--- config.mk ---
export PLATFORM = sky130hd
export DESIGN_NAME = onehot_decoder_seq
export DESIGN_NICKNAME = d
export VERILOG_FILES = /design/src/rtl/onehot_decoder_seq.sv
export SDC_FILE = /design/constraint.sdc
export NUM_CORES = 1
export LEC_CHECK = 0
export BUFFER_PORTS_ARGS = -buffer_cell sky130_fd_sc_hd__buf_2
export CORE_ASPECT_RATIO = 0.8
export CORE_MARGIN = 2
export CORE_UTILIZATION = 40
export CTS_BUF_LIST = sky130_fd_sc_hd__clkbuf_4 sky130_fd_sc_hd__clkbuf_8 sky130_fd_sc_hd__clkbuf_16
export DETAILED_ROUTE_END_ITERATION = 6
export PLACE_DENSITY_LB_ADDON = 0.05
export SYNTH_ARGS = -nofsm -noshare
export SYNTH_HDL_FRONTEND = slang
export SYNTH_SLANG_ARGS = --single-unit
--- constraint.sdc ---
create_clock -name clk -period 2.1 [get_ports clk]
set_input_delay 0.315 -clock clk [delete_from_list [all_inputs] [get_ports clk]]
set_output_delay 0.315 -clock clk [all_outputs]
set_load 0.02 [all_outputs]
--- src/rtl/onehot_decoder_seq.sv ---
// onehot_decoder_seq: registered 3-to-8 one-hot decoder with dwell/gap sequencer and auto-scan
module onehot_decoder_seq #(
    parameter int DWELL = 4,
    parameter int GAP   = 1
) (
    input  logic       clk,
    input  logic       rst,
    input  logic [2:0] D,
    input  logic       d_valid,
    output logic       d_ready,
    input  logic       scan,
    output logic [7:0] I,
    output logic       busy,
    output logic       done
);
    typedef enum logic [1:0] {S_IDLE, S_DRIVE, S_GAP} state_t;
    localparam logic [7:0] DW1 = 8'(DWELL - 1);
    localparam logic [7:0] GP1 = 8'(GAP - 1);
    state_t     r_state, w_state_nx;
    logic [7:0] r_cnt, w_cnt_nx;
    logic [7:0] r_i, w_i_nx;
    logic [2:0] r_idx, w_idx_nx;
    logic       r_started, w_started_nx;
    logic       r_busy;
    logic [2:0] w_idx_inc;
    logic [2:0] w_idx_first;
    assign w_idx_inc   = r_idx + 3'd1;
    // a fresh scan after reset starts at the stored index; a resumed scan continues past it
    assign w_idx_first = r_started ? w_idx_inc : r_idx;
    assign I           = r_i;
    assign busy        = r_busy;
    // state, counters, scan index and registered outputs
    always_ff @(posedge clk or posedge rst) begin
        if (rst) begin
            r_state   <= S_IDLE;
            r_cnt     <= '0;
            r_i       <= '0;
            r_idx     <= '0;
            r_started <= 1'b0;
            r_busy    <= 1'b0;
        end else begin
            r_state   <= w_state_nx;
            r_cnt     <= w_cnt_nx;
            r_i       <= w_i_nx;
            r_idx     <= w_idx_nx;
            r_started <= w_started_nx;
            r_busy    <= (w_state_nx != S_IDLE);
        end
    end
    // next-state, counter and next one-hot selection
    always_comb begin
        w_state_nx   = r_state;
        w_cnt_nx     = r_cnt;
        w_i_nx       = r_i;
        w_idx_nx     = r_idx;
        w_started_nx = r_started;
        case (r_state)
            S_IDLE: begin
                if (scan) begin
                    w_state_nx   = S_DRIVE;
                    w_cnt_nx     = DW1;
                    w_idx_nx     = w_idx_first;
                    w_started_nx = 1'b1;
                    w_i_nx       = 8'd1 << w_idx_first;
                end else if (d_valid) begin
                    w_state_nx = S_DRIVE;
                    w_cnt_nx   = DW1;
                    w_i_nx     = 8'd1 << D;
                end
            end
            S_DRIVE: begin
                if (r_cnt != 8'd0) begin
                    w_cnt_nx = r_cnt - 8'd1;
                end else if (GAP > 0) begin
                    w_state_nx = S_GAP;
                    w_cnt_nx   = GP1;
                    w_i_nx     = '0;
                end else if (scan) begin
                    w_cnt_nx     = DW1;
                    w_idx_nx     = w_idx_inc;
                    w_started_nx = 1'b1;
                    w_i_nx       = 8'd1 << w_idx_inc;
                end else begin
                    w_state_nx = S_IDLE;
                    w_i_nx     = '0;
                end
            end
            S_GAP: begin
                if (r_cnt != 8'd0) begin
                    w_cnt_nx = r_cnt - 8'd1;
                end else if (scan) begin
                    w_state_nx   = S_DRIVE;
                    w_cnt_nx     = DW1;
                    w_idx_nx     = w_idx_inc;
                    w_started_nx = 1'b1;
                    w_i_nx       = 8'd1 << w_idx_inc;
                end else begin
                    w_state_nx = S_IDLE;
                    w_i_nx     = '0;
                end
            end
            default: begin
                w_state_nx = S_IDLE;
                w_i_nx     = '0;
            end
        endcase
    end
    // handshake ready and last-dwell-cycle strobe
    always_comb begin
        d_ready = (r_state == S_IDLE) && !scan;
        done    = (r_state == S_DRIVE) && (r_cnt == 8'd0);
    end
endmodule

== Yosys cells after proc, flatten, opt, wreduce, memory -nomap -nowiden ==
Cells that the tools add are included.

* Add/subtract/negate cells: 2
* Equality and inequality tests: 8
* Shift-type cells: 3
* Multiplexer cells: 26
* Reduce and logical (&&, ||, !) cells: 13

{| class="wikitable"
|+ Operators by type and width
! kind !! count
|-
| two-way mux 8 bit || 10
|-
| case mux 8 bit (3 select lines) || 2
|-
| left shift 1 x 3 -> 8 bit, first input constant || 3
|-
| two-way mux 3 bit || 4
|-
| zero test 8 bit || 1
|-
| two-way mux 2 bit || 4
|-
| != test 2 bit, second input constant || 4
|-
| nonzero test 8 bit || 1
|-
| subtractor 8 x 1 -> 8 bit, second input constant || 1
|-
| != test 3 bit, second input constant || 2
|-
| case mux 2 bit (3 select lines) || 1
|-
| case mux 3 bit (2 select lines) || 1
|-
| AND reduction 3 bit || 2
|-
| AND reduction 4 bit || 1
|-
| nonzero test 2 bit || 2
|-
| adder 3 x 1 -> 3 bit, second input constant || 1
|-
| two-way mux 1 bit || 3
|-
| nonzero test 3 bit || 1
|-
| equality test 2 x 1 -> 1 bit, second input constant || 1
|-
| equality test 2 bit, second input constant || 1
|-
| logical AND 1 bit || 2
|-
| zero test 2 bit || 1
|-
| case mux 1 bit (2 select lines) || 1
|-
| AND reduction 2 bit || 1
|-
| zero test 1 bit || 1
|}

* Register bits: 23
* Bits of input ports: 7
* Output and inout port bits: 11
* Logic and storage cells: 58

== Logic depth before layout (Yosys ltp) ==
Gate-level depths: netlist of the first run.

* Depth in word-level cells: 5
* Mapped depth: 8
* Mapped depth without buffers: 6

== Least setup slack after synthesis of the first run ==
OpenSTA, ideal clock, no wires.

* Path type: register to register
* From: register r_state[0]
* To: register r_idx[1]
* Library setup time: 0.125 ns
* Arrival: 1.947 ns
* Required time: 1.975 ns
* Slack: 0.028 ns
* Stages on the path, launching flop included: 8
* Buffers on the path: 1
* Period minus slack after synthesis: 2.072 ns
* Cell sequence: dfrtp_1 inv_1 ha_1 clkbuf_1 or3b_2 nor3_4 o21ai_2 mux2_4

* Word-level cells in the longest chain between the ends: 3
* Elaborated cells between the ends (all ways): 8
* Classes of those cells: 4 x eq/ne; 1 x mux; 3 x reduce/logical

{| class="wikitable"
|+ Ends and longest elaborated chain
! item !! RTL line !! text
|-
| start: declaration || 19 || <nowiki>state_t r_state, w_state_nx;</nowiki>
|-
| start signal: assignment || 42 || <nowiki>r_state <= w_state_nx;</nowiki>
|-
| equality test 2 bit / zero test 2 bit (equally long branches) || 57 || <nowiki>case (r_state)</nowiki>
|-
| != test 2 bit (no source line) / nonzero test 2 bit (equally long branches) || -- ||
|-
| AND reduction 4 bit (no source line) || -- ||
|-
| end signal: assignment || 45 || <nowiki>r_idx <= w_idx_nx;</nowiki>
|-
| end: declaration || 22 || <nowiki>logic [2:0] r_idx, w_idx_nx;</nowiki>
|}

Several ways; a longest one is shown, not always the timed one.
A chain may end at the register's enable or synchronous reset.

== Worst setup path after layout of the first run ==
* From: register r_cnt[0]
* To: register r_i[0] (netlist: I[0])

* Word-level cells in the longest chain between the ends: 3
* Elaborated cells between the ends (all ways): 4
* Classes of those cells: 2 x eq/ne; 2 x reduce/logical

{| class="wikitable"
|+ Ends and longest elaborated chain
! item !! RTL line !! text
|-
| start: declaration || 20 || <nowiki>logic [7:0] r_cnt, w_cnt_nx;</nowiki>
|-
| start signal: assignment || 43 || <nowiki>r_cnt <= w_cnt_nx;</nowiki>
|-
| nonzero test 8 bit * || 72, 89 ||
|-
| != test 2 bit (no source line) || -- ||
|-
| AND reduction 3 bit (no source line) * || -- ||
|-
| end signal: assignment || 44 || <nowiki>r_i <= w_i_nx;</nowiki>
|-
| end: declaration || 21 || <nowiki>logic [7:0] r_i, w_i_nx;</nowiki>
|}

Mark *: on every way between the ends. The rest lies on a longest branch, timed or not.

==> results of run 1 <==
==> worst min-delay path by stage <==
stage          from         end  slack (ns)  cells after the start
2_1_floorplan   rst        I[0]        0.32                      1
3_3_place_gp    rst  r_state[0]        0.37                      3
3_5_place_dp    rst  r_state[1]        0.38                      3
4_1_cts         rst    r_cnt[1]        0.09                      3
5_1_grt         rst  r_state[0]        0.11                      3
6_report        rst        I[2]        0.08                      3
==> sequential cells by signal, indices dropped and copies added, names as in the netlist <==
signal     cells
busy           1
r_cnt          8
r_started      1
r_idx          3
I              8
r_state        2
==> layout by cell type (no fill, tap or decap), drive strengths merged, types with 2 or more instances in the layout <==
master / count
a211oi: 3
nor3b: 2
and3: 2
o21ai: 17
a31oi: 2
a21o: 3
inv: 12
nor4b: 2
or3b: 2
o221ai: 4
a221o: 4
or3: 2
dfrtp: 23
a21oi: 9
nor3: 10
clkbuf: 3
o31ai: 4
buf: 40
nand4: 8
nand2: 8
nand3: 6
xnor2: 3
ha: 11
a211o: 2
a221oi: 2
nand4b: 3
nor2: 11
==> power breakdown <==
group	switching, uW	internal, uW
clock network	146	132
registers	173	628
logic	1290	916
==> through the flow <==
step / util (%) / cell area, um^2 / setup TNS, ns
floorplan: - / 1640 / 0
global placement: 49.1 / 1890 / 0
detailed placement: 49.1 / 1890 / 0
CTS: 50.5 / 1940 / 0
global route: 51.8 / 1990 / -0.000218
finish: 51.8 / 1990 / 0
==> per-layer routing <==
layer,vias to the layer above,wire (um),global-route usage (%)
met4,0,15,2.26
met3,2,238,3.76
met2,48,1730,27.3
met5,-,0,0
li1,751,-,-
met1,733,2250,33.2
==> synthesized netlist by cell type (2+ instances only) <==
| cell | number |
|---|---|
| sky130_fd_sc_hd__nor2_1 | 11 |
| sky130_fd_sc_hd__xnor2_1 | 3 |
| sky130_fd_sc_hd__or3b_2 | 2 |
| sky130_fd_sc_hd__a31oi_1 | 2 |
| sky130_fd_sc_hd__nand4_1 | 8 |
| sky130_fd_sc_hd__a221oi_1 | 2 |
| sky130_fd_sc_hd__a21o_1 | 3 |
| sky130_fd_sc_hd__inv_1 | 12 |
| sky130_fd_sc_hd__o221ai_1 | 4 |
| sky130_fd_sc_hd__and3_1 | 2 |
| sky130_fd_sc_hd__nand3_1 | 6 |
| sky130_fd_sc_hd__a221o_1 | 4 |
| sky130_fd_sc_hd__clkbuf_1 | 5 |
| sky130_fd_sc_hd__a211oi_1 | 3 |
| sky130_fd_sc_hd__nand4b_1 | 3 |
| sky130_fd_sc_hd__buf_2 | 3 |
| sky130_fd_sc_hd__nor4b_1 | 2 |
| sky130_fd_sc_hd__dfrtp_1 | 23 |
| sky130_fd_sc_hd__o31ai_1 | 4 |
| sky130_fd_sc_hd__o21ai_0 | 15 |
| sky130_fd_sc_hd__nand2_1 | 7 |
| sky130_fd_sc_hd__a21oi_1 | 9 |
| sky130_fd_sc_hd__nor3_1 | 9 |
| sky130_fd_sc_hd__a211o_1 | 2 |
| sky130_fd_sc_hd__or3_1 | 2 |
| sky130_fd_sc_hd__ha_1 | 11 |
| sky130_fd_sc_hd__nor3b_1 | 2 |
==> critical path, cell delays in order, from the launching register on <==
cell	delay (ns)
sky130_fd_sc_hd__dfrtp_1	0.40
sky130_fd_sc_hd__inv_2	0.07
sky130_fd_sc_hd__ha_1	0.15
sky130_fd_sc_hd__or4b_4	0.47
sky130_fd_sc_hd__buf_8	0.16
sky130_fd_sc_hd__o22ai_4	0.16
sky130_fd_sc_hd__nand2_4	0.11
sky130_fd_sc_hd__a221o_1	0.36
==> repair_timing <==
item,in CTS,in global routing
endpoints found under the setup margin,1,12
pin swaps,0,1
gates resized for setup,1,10
endpoints found under the hold margin,0,0
setup buffers,0,4
==> cells by family (layout without fill, tap and decap cells) <==
group | Yosys count | in the layout
buffers and inverters | 21 | 56
flip-flops | 23 | 23
XOR/XNOR | 4 | 4
AND/OR/NAND/NOR | 61 | 61
AO/OA/AOI/OAI | 57 | 57
multiplexers | 2 | 2
adder cells (fa/ha/maj) | 11 | 11
==> layout make-up <==
class / instances / area, um^2
Inverter: 12 / 45.0
Sequential cell: 23 / 576
Timing Repair Buffer: 40 / 265
Fill cell: 377 / 1860
Multi-Input combinational cell: 135 / 993
Clock inverter: 1 / 5.00
Clock buffer: 3 / 41.3
Tap cell: 55 / 68.8
==> impl_metrics.xml, run 1 <==
<?xml version="1.0" encoding="UTF-8"?>
<metrics>
  <group name="outcome">
    <metric name="status" unit="">finished, final reports clean</metric>
  </group>
  <group name="worst_setup_path">
    <metric name="worst-endpoint-arrival" unit="ns">2.14</metric>
    <metric name="crit_start" unit="">r_cnt[0]</metric>
    <metric name="crit_path_start_kind" unit="">flip-flop</metric>
    <metric name="r2r_slack" unit="ns">0.11</metric>
    <metric name="critical_path.max_fanout" unit="">8</metric>
    <metric name="worstSetupPathType" unit="">reg -&gt; reg</metric>
    <metric name="r2r_start" unit="">r_cnt[0]</metric>
    <metric name="critical_path.reg2reg.endpoint" unit="">I[0]</metric>
    <metric name="critPathCapture" unit="">I[0]</metric>
    <metric name="cp.required" unit="ns">2.25</metric>
    <metric name="rr_worst_depth" unit="">7</metric>
    <metric name="worst_setup_path_end_kind" unit="">flip-flop</metric>
  </group>
  <group name="power">
    <metric name="fin_total_pwr" unit="uW">3290</metric>
    <metric name="worst_ir_drop_vdd" unit="uV">647</metric>
    <metric name="pwr_density_cell" unit="nW/um^2">1650</metric>
    <metric name="total_leakage_power" unit="uW">0.000908</metric>
  </group>
  <group name="global_route">
    <metric name="pin_count_of_the_biggest_net_entering_global_routing" unit="">24</metric>
    <metric name="grt_first_pass_wirelength" unit="um">7020</metric>
    <metric name="grt_usage" unit="%">20.1</metric>
    <metric name="vias_in_the_first_global_route" unit="">1388</metric>
    <metric name="initial_antenna_violation_count" unit="">0</metric>
    <metric name="globalRouteOverflowTotal" unit="">0</metric>
  </group>
  <group name="cts">
    <metric name="tritoncts" unit="">done</metric>
    <metric name="cts_root_buf" unit="">sky130_fd_sc_hd__clkbuf_8</metric>
    <metric name="cts.sinks" unit="">23</metric>
    <metric name="h-tree-depth" unit="">1</metric>
    <metric name="cts_buffer_depth" unit="">2</metric>
    <metric name="skew_pair_late_insertion_delay" unit="ns">0.27</metric>
    <metric name="postCtsHoldBufs" unit="">0</metric>
    <metric name="path_clk_slew" unit="ns">0.09</metric>
    <metric name="cts-buffers-inserted" unit="">3</metric>
  </group>
  <group name="timing">
    <metric name="period_share" unit="%">94.9</metric>
    <metric name="period_needed" unit="ns">1.99</metric>
    <metric name="holdWs" unit="ns">0.0806</metric>
    <metric name="fmaxAchievable" unit="MHz">502</metric>
    <metric name="final_max_slew_viol_count" unit="">0</metric>
    <metric name="slew_headroom" unit="%">65.7</metric>
    <metric name="report.final.hold_viol_count" unit="">0</metric>
    <metric name="post-route-worst-setup-slack" unit="ns">0.106</metric>
    <metric name="final.setup_skew" unit="ns">0.00686</metric>
    <metric name="timing_worst_slew_pin_value" unit="ns">0.511</metric>
    <metric name="setup-violations-final" unit="">0</metric>
  </group>
  <group name="floorplan">
    <metric name="placement_rows" unit="">20</metric>
    <metric name="floorplan.initialDensity" unit="%">42.6</metric>
    <metric name="floorplan.die.width" unit="um">75.6</metric>
    <metric name="chipHeight" unit="um">61.3</metric>
    <metric name="fp.dieArea" unit="um^2">4630</metric>
    <metric name="i_o_pin_count" unit="">18</metric>
    <metric name="coreArea" unit="um^2">3850</metric>
  </group>
  <group name="route">
    <metric name="via_per_inst" unit="">5.70</metric>
    <metric name="postRouteWirelength" unit="um">4230</metric>
    <metric name="detail_route.first_pass.iterations" unit="">5</metric>
    <metric name="drt_iter0_markers" unit="">182</metric>
    <metric name="wl_per_cell" unit="um">15.7</metric>
    <metric name="post-route-drc-count" unit="">0</metric>
    <metric name="postRouteAntennaNets" unit="">0</metric>
    <metric name="routed_via_count" unit="">1534</metric>
  </group>
  <group name="yosys">
    <metric name="synth_nets" unit="">197</metric>
    <metric name="post_synthesis_compound_gate_area_fraction" unit="%">24.6</metric>
    <metric name="async_reset_ff_share" unit="%">100</metric>
    <metric name="synth_flop_cell" unit="">sky130_fd_sc_hd__dfrtp_1</metric>
    <metric name="synth-warning-count" unit="">0</metric>
    <metric name="synth_xor_area_share" unit="%">2.14</metric>
    <metric name="netlist.top_cell.by_area" unit="">sky130_fd_sc_hd__dfrtp_1</metric>
    <metric name="part_of_the_yosys_area_used_for_sequential_elements" unit="%">35.1</metric>
    <metric name="syn_area" unit="um^2">1640</metric>
    <metric name="adder_cell_area_share_of_the_yosys_netlist" unit="%">8.39</metric>
    <metric name="synth_top_cells_by_area" unit="">sky130_fd_sc_hd__dfrtp_1 (35%), sky130_fd_sc_hd__ha_1 (8.4%), sky130_fd_sc_hd__o21ai_0 (4.6%)</metric>
    <metric name="postSynthRegisterBits" unit="">23</metric>
    <metric name="synthMuxAreaShare" unit="%">1.53</metric>
    <metric name="synth_top_family_by_area" unit="">compound AO/OA/AOI/OAI gates</metric>
    <metric name="synth_cell_types" unit="">47</metric>
    <metric name="synth_edf_count" unit="">0</metric>
    <metric name="synthesis.instances" unit="">179</metric>
    <metric name="syn_avg_cell_area" unit="um^2">9.16</metric>
    <metric name="yosys.area.top_type_share" unit="%">35.1</metric>
    <metric name="synthSimpleGateAreaFrac" unit="%">22.7</metric>
  </group>
  <group name="min_path">
    <metric name="worst_hold_path_type" unit="">in -&gt; async</metric>
  </group>
  <group name="place">
    <metric name="io_buffer_count" unit="">17</metric>
    <metric name="place_ws" unit="ns">0.101</metric>
    <metric name="place_hpwl" unit="um">3230</metric>
    <metric name="dpl_cells" unit="">261</metric>
    <metric name="gp_routability_congestion" unit="">0.937</metric>
  </group>
  <group name="layout">
    <metric name="syn_to_final_growth" unit="%">21.6</metric>
    <metric name="drive_above_1_share" unit="%">28.0</metric>
    <metric name="antenna_diode_count" unit="">0</metric>
    <metric name="fin_cells" unit="">269</metric>
    <metric name="finalNetCount" unit="">233</metric>
  </group>
  <group name="job">
    <metric name="cap_viol_max_count" unit="">0</metric>
  </group>
</metrics>
Power figures use the tool's default switching activity.
==> run 2, diff against run 1 <==
==> constraint.sdc (replaced) <==
create_clock -name clk -period 1.9 [get_ports clk]
set_input_delay 0.285 -clock clk [delete_from_list [all_inputs] [get_ports clk]]
set_output_delay 0.285 -clock clk [all_outputs]
set_load 0.02 [all_outputs]
==> run 2 against run 1 <==
Against the previous run: the flow now finishes with violations (negative setup slack); critical path depth unchanged; final cell count increased by 8.9%; utilization grew 8.5 points; final area rose by 16%; routed wire length up 14%; worst hold slack worse by 0.034 ns; clock power grew 12%; fmax grew 3.8%; power up 32%; critical path type unchanged.
==> impl_metrics.xml, run 2 (synthesis gave the netlist of run 1 again) <==
<?xml version="1.0" encoding="UTF-8"?>
<metrics>
  <group name="outcome">
    <metric name="status" unit="">finished with violations</metric>
    <metric name="violated_checks" unit="">negative setup slack</metric>
  </group>
  <group name="route">
    <metric name="drt_iter0_markers" unit="">128</metric>
    <metric name="post-route-drc-count" unit="">0</metric>
    <metric name="postRouteWirelength" unit="um">4820</metric>
    <metric name="detail_route.first_pass.iterations" unit="">4</metric>
    <metric name="via_per_inst" unit="">5.65</metric>
    <metric name="routed_via_count" unit="">1655</metric>
    <metric name="postRouteAntennaNets" unit="">0</metric>
    <metric name="wl_per_cell" unit="um">16.5</metric>
  </group>
  <group name="power">
    <metric name="total_leakage_power" unit="uW">0.00102</metric>
    <metric name="worst_ir_drop_vdd" unit="uV">830</metric>
    <metric name="fin_total_pwr" unit="uW">4340</metric>
    <metric name="pwr_density_cell" unit="nW/um^2">1870</metric>
  </group>
  <group name="place">
    <metric name="io_buffer_count" unit="">17</metric>
    <metric name="detailed_place.area" unit="um^2">2030</metric>
    <metric name="gp_routability_congestion" unit="">0.885</metric>
    <metric name="place_ws" unit="ns">-0.0868</metric>
    <metric name="place_hpwl" unit="um">3580</metric>
  </group>
  <group name="timing">
    <metric name="post-route-worst-setup-slack" unit="ns">-0.0199</metric>
    <metric name="final_max_slew_viol_count" unit="">0</metric>
    <metric name="setup-violations-final" unit="">2</metric>
    <metric name="period_share" unit="%">101</metric>
    <metric name="slew_headroom" unit="%">72.4</metric>
    <metric name="timing_worst_slew_pin_value" unit="ns">0.413</metric>
    <metric name="final.setup_skew" unit="ns">0.00131</metric>
    <metric name="fmaxAchievable" unit="MHz">521</metric>
    <metric name="grt_setup_unrepaired" unit="">yes</metric>
    <metric name="period_needed" unit="ns">1.92</metric>
    <metric name="report.final.hold_viol_count" unit="">0</metric>
    <metric name="holdWs" unit="ns">0.0469</metric>
  </group>
  <group name="min_path">
    <metric name="worst_hold_path_type" unit="">in -&gt; async</metric>
  </group>
  <group name="global_route">
    <metric name="pin_count_of_the_biggest_net_entering_global_routing" unit="">24</metric>
    <metric name="initial_antenna_violation_count" unit="">0</metric>
    <metric name="grt_first_pass_wirelength" unit="um">7640</metric>
    <metric name="vias_in_the_first_global_route" unit="">1557</metric>
    <metric name="globalRouteOverflowTotal" unit="">0</metric>
    <metric name="grt_usage" unit="%">21.9</metric>
  </group>
  <group name="layout">
    <metric name="num-fill-cells" unit="">353</metric>
    <metric name="finish.instance_area" unit="um^2">2320</metric>
    <metric name="syn_to_final_growth" unit="%">41.6</metric>
    <metric name="finalCoreUtilization" unit="%">60.3</metric>
    <metric name="antenna_diode_count" unit="">0</metric>
    <metric name="finalNetCount" unit="">257</metric>
    <metric name="drive_above_1_share" unit="%">45.4</metric>
    <metric name="final_common_cell" unit="">sky130_fd_sc_hd__buf_4</metric>
    <metric name="layout.cells.most_common_list" unit="">sky130_fd_sc_hd__buf_4 (45), sky130_fd_sc_hd__dfrtp_1 (22), sky130_fd_sc_hd__buf_2 (16), sky130_fd_sc_hd__nor2_1 (10)</metric>
  </group>
  <group name="worst_setup_path">
    <metric name="r2r_slack" unit="ns">-0.02</metric>
    <metric name="crit_path_start_kind" unit="">flip-flop</metric>
    <metric name="worst-endpoint-arrival" unit="ns">2.08</metric>
    <metric name="cp.required" unit="ns">2.06</metric>
    <metric name="critical_path.reg2reg.endpoint" unit="">r_cnt[7]</metric>
    <metric name="worst_setup_path_end_kind" unit="">flip-flop</metric>
    <metric name="worstSetupPathType" unit="">reg -&gt; reg</metric>
    <metric name="crit_start" unit="">r_cnt[0]</metric>
    <metric name="r2r_start" unit="">r_cnt[0]</metric>
    <metric name="critical_path.max_fanout" unit="">6</metric>
    <metric name="critPathCapture" unit="">r_cnt[7]</metric>
    <metric name="rr_worst_depth" unit="">7</metric>
  </group>
  <group name="floorplan">
    <metric name="i_o_pin_count" unit="">18</metric>
    <metric name="coreArea" unit="um^2">3850</metric>
    <metric name="floorplan.initialDensity" unit="%">42.6</metric>
    <metric name="chipHeight" unit="um">61.3</metric>
    <metric name="fp.dieArea" unit="um^2">4630</metric>
    <metric name="placement_rows" unit="">20</metric>
    <metric name="floorplan.die.width" unit="um">75.6</metric>
  </group>
  <group name="job">
    <metric name="cap_viol_max_count" unit="">0</metric>
  </group>
  <group name="cts">
    <metric name="cts-buffers-inserted" unit="">3</metric>
    <metric name="skew_pair_late_insertion_delay" unit="ns">0.27</metric>
    <metric name="tritoncts" unit="">done</metric>
    <metric name="h-tree-depth" unit="">1</metric>
    <metric name="cts.sinks" unit="">23</metric>
    <metric name="path_clk_slew" unit="ns">0.09</metric>
    <metric name="cts_root_buf" unit="">sky130_fd_sc_hd__clkbuf_8</metric>
    <metric name="cts_buffer_depth" unit="">2</metric>
  </group>
</metrics>
==> run 2: cell types whose count changed in the layout (fill, tap and decap cells not counted), sizes merged <==
cell	change
buf	+24
==> run 2: cell type report <==
cell class / count / area [um^2] / share of cell area (%)
clock buffers: 3 / 41.3 / 1.78
clock inverters: 1 / 5.00 / 0.216
inverters: 12 / 45.0 / 1.94
multi-input cells: 135 / 1130 / 48.8
flip-flops and latches: 23 / 577 / 24.8
well taps: 55 / 68.8 / 2.96
repair buffers: 64 / 452 / 19.5
==> run 2: what timing repair did <==
item                       CTS  global route
gates cloned                 0             1
buffers inserted             3             7
setup endpoints to repair   18            21
pin swaps                    5            14
hold buffers                 0             0
resized for setup           17            31
==> run 2: power by group <==
group          leakage, uW  switching [uW]  internal [uW]
Clock            0.0000255             167            147
Sequential        0.000293             157            696
Combinational     0.000705            1740           1430
==> run 2: through the flow <==
step	std cells	TNS, ns
after floorplan	179	0
after global placement	279	-0.194
after detailed placement	279	-0.820
after CTS	286	-0.00821
after global routing	293	-0.473
final	293	-0.0223
==> run 2: metal layers <==
| metal | up-vias | track usage (%) | wire, um |
|---|---|---|---|
| li1 | 802 | - | - |
| met1 | 793 | 32.6 | 2410 |
| met2 | 56 | 32.3 | 2070 |
| met3 | 4 | 5.89 | 319 |
| met4 | 0 | 4.26 | 25 |
| met5 | - | 0 | 0 |
==> run 2: worst min-delay path by stage <==
stage | start | end | cells past startpoint
after floorplan | rst | I[0] | 1
after global placement | rst | I[5] | 3
after detailed placement | rst | I[4] | 3
after CTS | rst | I[4] | 3
after global routing | rst | I[4] | 3
final | rst | I[4] | 3
==> run 2: worst max-delay path, stage by stage (launching register included) <==
cell and delay [ns]:
sky130_fd_sc_hd__dfrtp_1 0.39, sky130_fd_sc_hd__inv_2 0.08, sky130_fd_sc_hd__ha_4 0.14, sky130_fd_sc_hd__or4b_4 0.54
sky130_fd_sc_hd__nor4_4 0.28, sky130_fd_sc_hd__buf_4 0.19, sky130_fd_sc_hd__nand4b_1 0.11, sky130_fd_sc_hd__o21ai_1 0.08
==> run 3, diff against run 2 <==
--- a/config.mk
+++ b/config.mk
@@ -11,7 +11,7 @@
 export CORE_UTILIZATION = 40
 export CTS_BUF_LIST = sky130_fd_sc_hd__clkbuf_4 sky130_fd_sc_hd__clkbuf_8 sky130_fd_sc_hd__clkbuf_16
 export DETAILED_ROUTE_END_ITERATION = 6
-export PLACE_DENSITY_LB_ADDON = 0.05
+export PLACE_DENSITY_LB_ADDON = 0.1
 export SYNTH_ARGS = -nofsm -noshare
 export SYNTH_HDL_FRONTEND = slang
 export SYNTH_SLANG_ARGS = --single-unit
==> run 3 against run 2 <==
Against the previous run: the run now ends clean; worst hold slack better by 0.0030 ns; setup slack better by 0.024 ns; combinational power down 3%; global-route usage down 0.29 points; final cell count down 1.4%; die area unchanged; routed wire length down 4.2%; largest power group unchanged; highest routed layer unchanged.
==> impl_metrics.xml, run 3 (synthesis gave the netlist of run 1 again) <==
<?xml version="1.0" encoding="UTF-8"?>
<metrics>
  <group name="worst_setup_path">
    <metric name="crit_start" unit="">r_cnt[0]</metric>
    <metric name="cp.required" unit="ns">2.05</metric>
    <metric name="worst-endpoint-arrival" unit="ns">2.04</metric>
    <metric name="critical_path.max_fanout" unit="">6</metric>
    <metric name="timing.critical_path.cells" unit="">inv_2 -&gt; ha_4 -&gt; or4b_4 -&gt; nor4_4 -&gt; buf_4 -&gt; o21ai_2 -&gt; o311a_1</metric>
    <metric name="worstSetupPathType" unit="">reg -&gt; reg</metric>
    <metric name="path_delay_family" unit="">simple AND/OR/NAND/NOR gates</metric>
    <metric name="number_of_buffer_and_inverter_stages_on_the_critical_path" unit="">2</metric>
    <metric name="crit_path_start_kind" unit="">flip-flop</metric>
    <metric name="worst_setup_path_end_kind" unit="">flip-flop</metric>
    <metric name="max_stage_delay" unit="ns">0.55</metric>
    <metric name="crit_path_top_delay_cell" unit="">sky130_fd_sc_hd__or4b_4</metric>
    <metric name="r2r_start" unit="">r_cnt[0]</metric>
  </group>
  <group name="layout">
    <metric name="fin_cells" unit="">289</metric>
    <metric name="syn_to_final_growth" unit="%">38.0</metric>
    <metric name="drive_above_1_share" unit="%">41.0</metric>
    <metric name="layout.cells.most_common_list" unit="">sky130_fd_sc_hd__buf_4 (42), sky130_fd_sc_hd__dfrtp_1 (23), sky130_fd_sc_hd__buf_2 (15), sky130_fd_sc_hd__nor2_1 (10)</metric>
    <metric name="total_area_of_multi_input_combinational_cells" unit="um^2">1100</metric>
    <metric name="num-fill-cells" unit="">353</metric>
    <metric name="finalNetCount" unit="">253</metric>
    <metric name="antenna_diode_count" unit="">0</metric>
    <metric name="final_common_cell" unit="">sky130_fd_sc_hd__buf_4</metric>
    <metric name="final-seq-area" unit="um^2">576</metric>
  </group>
  <group name="timing">
    <metric name="fmaxAchievable" unit="MHz">527</metric>
    <metric name="timing_worst_slew_pin_value" unit="ns">0.379</metric>
    <metric name="fin_tns_setup" unit="ns">0</metric>
    <metric name="post-route-worst-setup-slack" unit="ns">0.00426</metric>
    <metric name="period_needed" unit="ns">1.90</metric>
    <metric name="holdWs" unit="ns">0.0499</metric>
    <metric name="final.setup_skew" unit="ns">0.00324</metric>
    <metric name="final_max_slew_viol_count" unit="">0</metric>
    <metric name="setup-violations-final" unit="">0</metric>
    <metric name="slew_headroom" unit="%">74.4</metric>
    <metric name="report.final.hold_viol_count" unit="">0</metric>
    <metric name="period_share" unit="%">99.8</metric>
    <metric name="grt_setup_unrepaired" unit="">yes</metric>
  </group>
  <group name="power">
    <metric name="internal_power" unit="uW">2250</metric>
    <metric name="clock_power_share" unit="%">7.6</metric>
    <metric name="total_leakage_power" unit="uW">0.00102</metric>
    <metric name="fin_total_pwr" unit="uW">4250</metric>
    <metric name="worst_ir_drop_vdd" unit="uV">796</metric>
    <metric name="pwr_density_cell" unit="nW/um^2">1880</metric>
    <metric name="p_seq_share" unit="%">20.2</metric>
    <metric name="switch_share" unit="%">47.0</metric>
    <metric name="p_switching" unit="uW">1990</metric>
    <metric name="power.combinational.fraction" unit="%">72.2</metric>
  </group>
  <group name="global_route">
    <metric name="pin_count_of_the_biggest_net_entering_global_routing" unit="">24</metric>
    <metric name="grt_first_pass_wirelength" unit="um">7640</metric>
    <metric name="vias_in_the_first_global_route" unit="">1504</metric>
    <metric name="initial_antenna_violation_count" unit="">0</metric>
    <metric name="grt_usage" unit="%">21.7</metric>
    <metric name="globalRouteOverflowTotal" unit="">0</metric>
  </group>
  <group name="floorplan">
    <metric name="floorplan.initialDensity" unit="%">42.6</metric>
    <metric name="i_o_pin_count" unit="">18</metric>
    <metric name="chipHeight" unit="um">61.3</metric>
    <metric name="coreArea" unit="um^2">3850</metric>
    <metric name="floorplan.die.width" unit="um">75.6</metric>
    <metric name="placement_rows" unit="">20</metric>
    <metric name="fp.dieArea" unit="um^2">4630</metric>
  </group>
  <group name="place">
    <metric name="gp_routability_congestion" unit="">0.870</metric>
    <metric name="dpl_cells" unit="">278</metric>
    <metric name="io_buffer_count" unit="">17</metric>
    <metric name="place_ws" unit="ns">-0.0571</metric>
    <metric name="place_hpwl" unit="um">3340</metric>
  </group>
  <group name="route">
    <metric name="detail_route.first_pass.iterations" unit="">4</metric>
    <metric name="routed_via_count" unit="">1647</metric>
    <metric name="drt_iter0_markers" unit="">83</metric>
    <metric name="via_per_inst" unit="">5.70</metric>
    <metric name="postRouteWirelength" unit="um">4620</metric>
    <metric name="postRouteAntennaNets" unit="">0</metric>
    <metric name="wl_per_cell" unit="um">16.0</metric>
    <metric name="post-route-drc-count" unit="">0</metric>
  </group>
  <group name="cts">
    <metric name="cts_buffer_depth" unit="">2</metric>
    <metric name="h-tree-depth" unit="">1</metric>
    <metric name="cts.sinks" unit="">23</metric>
    <metric name="cts-buffers-inserted" unit="">3</metric>
    <metric name="path_clk_slew" unit="ns">0.08</metric>
    <metric name="tritoncts" unit="">done</metric>
    <metric name="skew_pair_late_insertion_delay" unit="ns">0.26</metric>
    <metric name="cts_root_buf" unit="">sky130_fd_sc_hd__clkbuf_8</metric>
    <metric name="postCtsHoldBufs" unit="">0</metric>
  </group>
  <group name="outcome">
    <metric name="status" unit="">finished, final reports clean</metric>
  </group>
  <group name="min_path">
    <metric name="worst_hold_path_type" unit="">in -&gt; async</metric>
  </group>
  <group name="job">
    <metric name="cap_viol_max_count" unit="">0</metric>
  </group>
</metrics>
run 3: changes by cell type in the layout (fill, tap and decap cells not counted), moves of 2 or more:
cell                       before  now
sky130_fd_sc_hd__nor3_1         6    8
sky130_fd_sc_hd__o21ai_1        7    2
sky130_fd_sc_hd__buf_4         45   42
sky130_fd_sc_hd__o21ai_2        3    6
sky130_fd_sc_hd__o221ai_2       3    1
sky130_fd_sc_hd__o221ai_1       1    3
sky130_fd_sc_hd__o21ai_0        7    9
sky130_fd_sc_hd__nor3_2         3    1
run 3: cell type report:
type / instances / share of cell area, %
Multi-Input combinational cell: 135 / 48.6
Sequential cell: 23 / 25.4
Timing Repair Buffer: 60 / 18.7
Tap cell: 55 / 3.04
Clock buffer: 4 / 2.16
Inverter: 12 / 1.99
run 3: worst reg2reg max path: cells and delay by family, from the launching register on:
kind | cells | cell delay, ns
compound gates | 2 | 0.20
buf+inv | 2 | 0.27
flops | 1 | 0.40
fa+ha+maj | 1 | 0.12
simple gates | 2 | 0.79
run 3: path summary, 6_finish.rpt:
path	end	slack, ns	depth (start not counted)
min in group clk	r_state[0]	0.36	3
worst min-delay path	I[4]	0.05	3
worst max-delay path	r_cnt[0]	0.004	7
worst min register to register	I[2]	0.52	1
max in group asynchronous	r_idx[1]	1.61	3
worst max register to register	r_cnt[0]	0.004	7
run 3: per-layer routing:
layer  up-vias  track usage (%)  part of all wire [%]  wire length, um
met5         -                0                     0                0
met4         0             3.76                  0.67               31
met3         6             4.58                   5.1              234
met2        45             31.7                    44             2040
met1       808             33.2                    50             2320
li1        788                -                     -                -
run 3: metrics by stage:
stage	cell area (um^2)	utilization [%]
2_1_floorplan	1640	-
3_3_place_gp	2020	52.5
3_5_place_dp	2020	52.5
4_1_cts	2150	55.7
5_1_grt	2260	58.7
6_report	2260	58.7
run 3: what timing repair did:
| item | 4_1_cts | 5_1_grt |
|---|---|---|
| pin swaps | 6 | 4 |
| setup buffers | 4 | 4 |
| resized for setup | 13 | 25 |
| hold endpoints to repair | 0 | 0 |
| cloned | 0 | 0 |
| endpoints found under the setup margin | 13 | 22 |
run 3: power groups by stage:
stage	clock, uW	sequential (uW)	combinational (uW)
2_1_floorplan	0	973	1510
3_3_place_gp	0	840	2580
3_5_place_dp	0	849	2610
4_1_cts	337	853	2750
5_1_grt	356	885	3360
6_report	324	858	3070
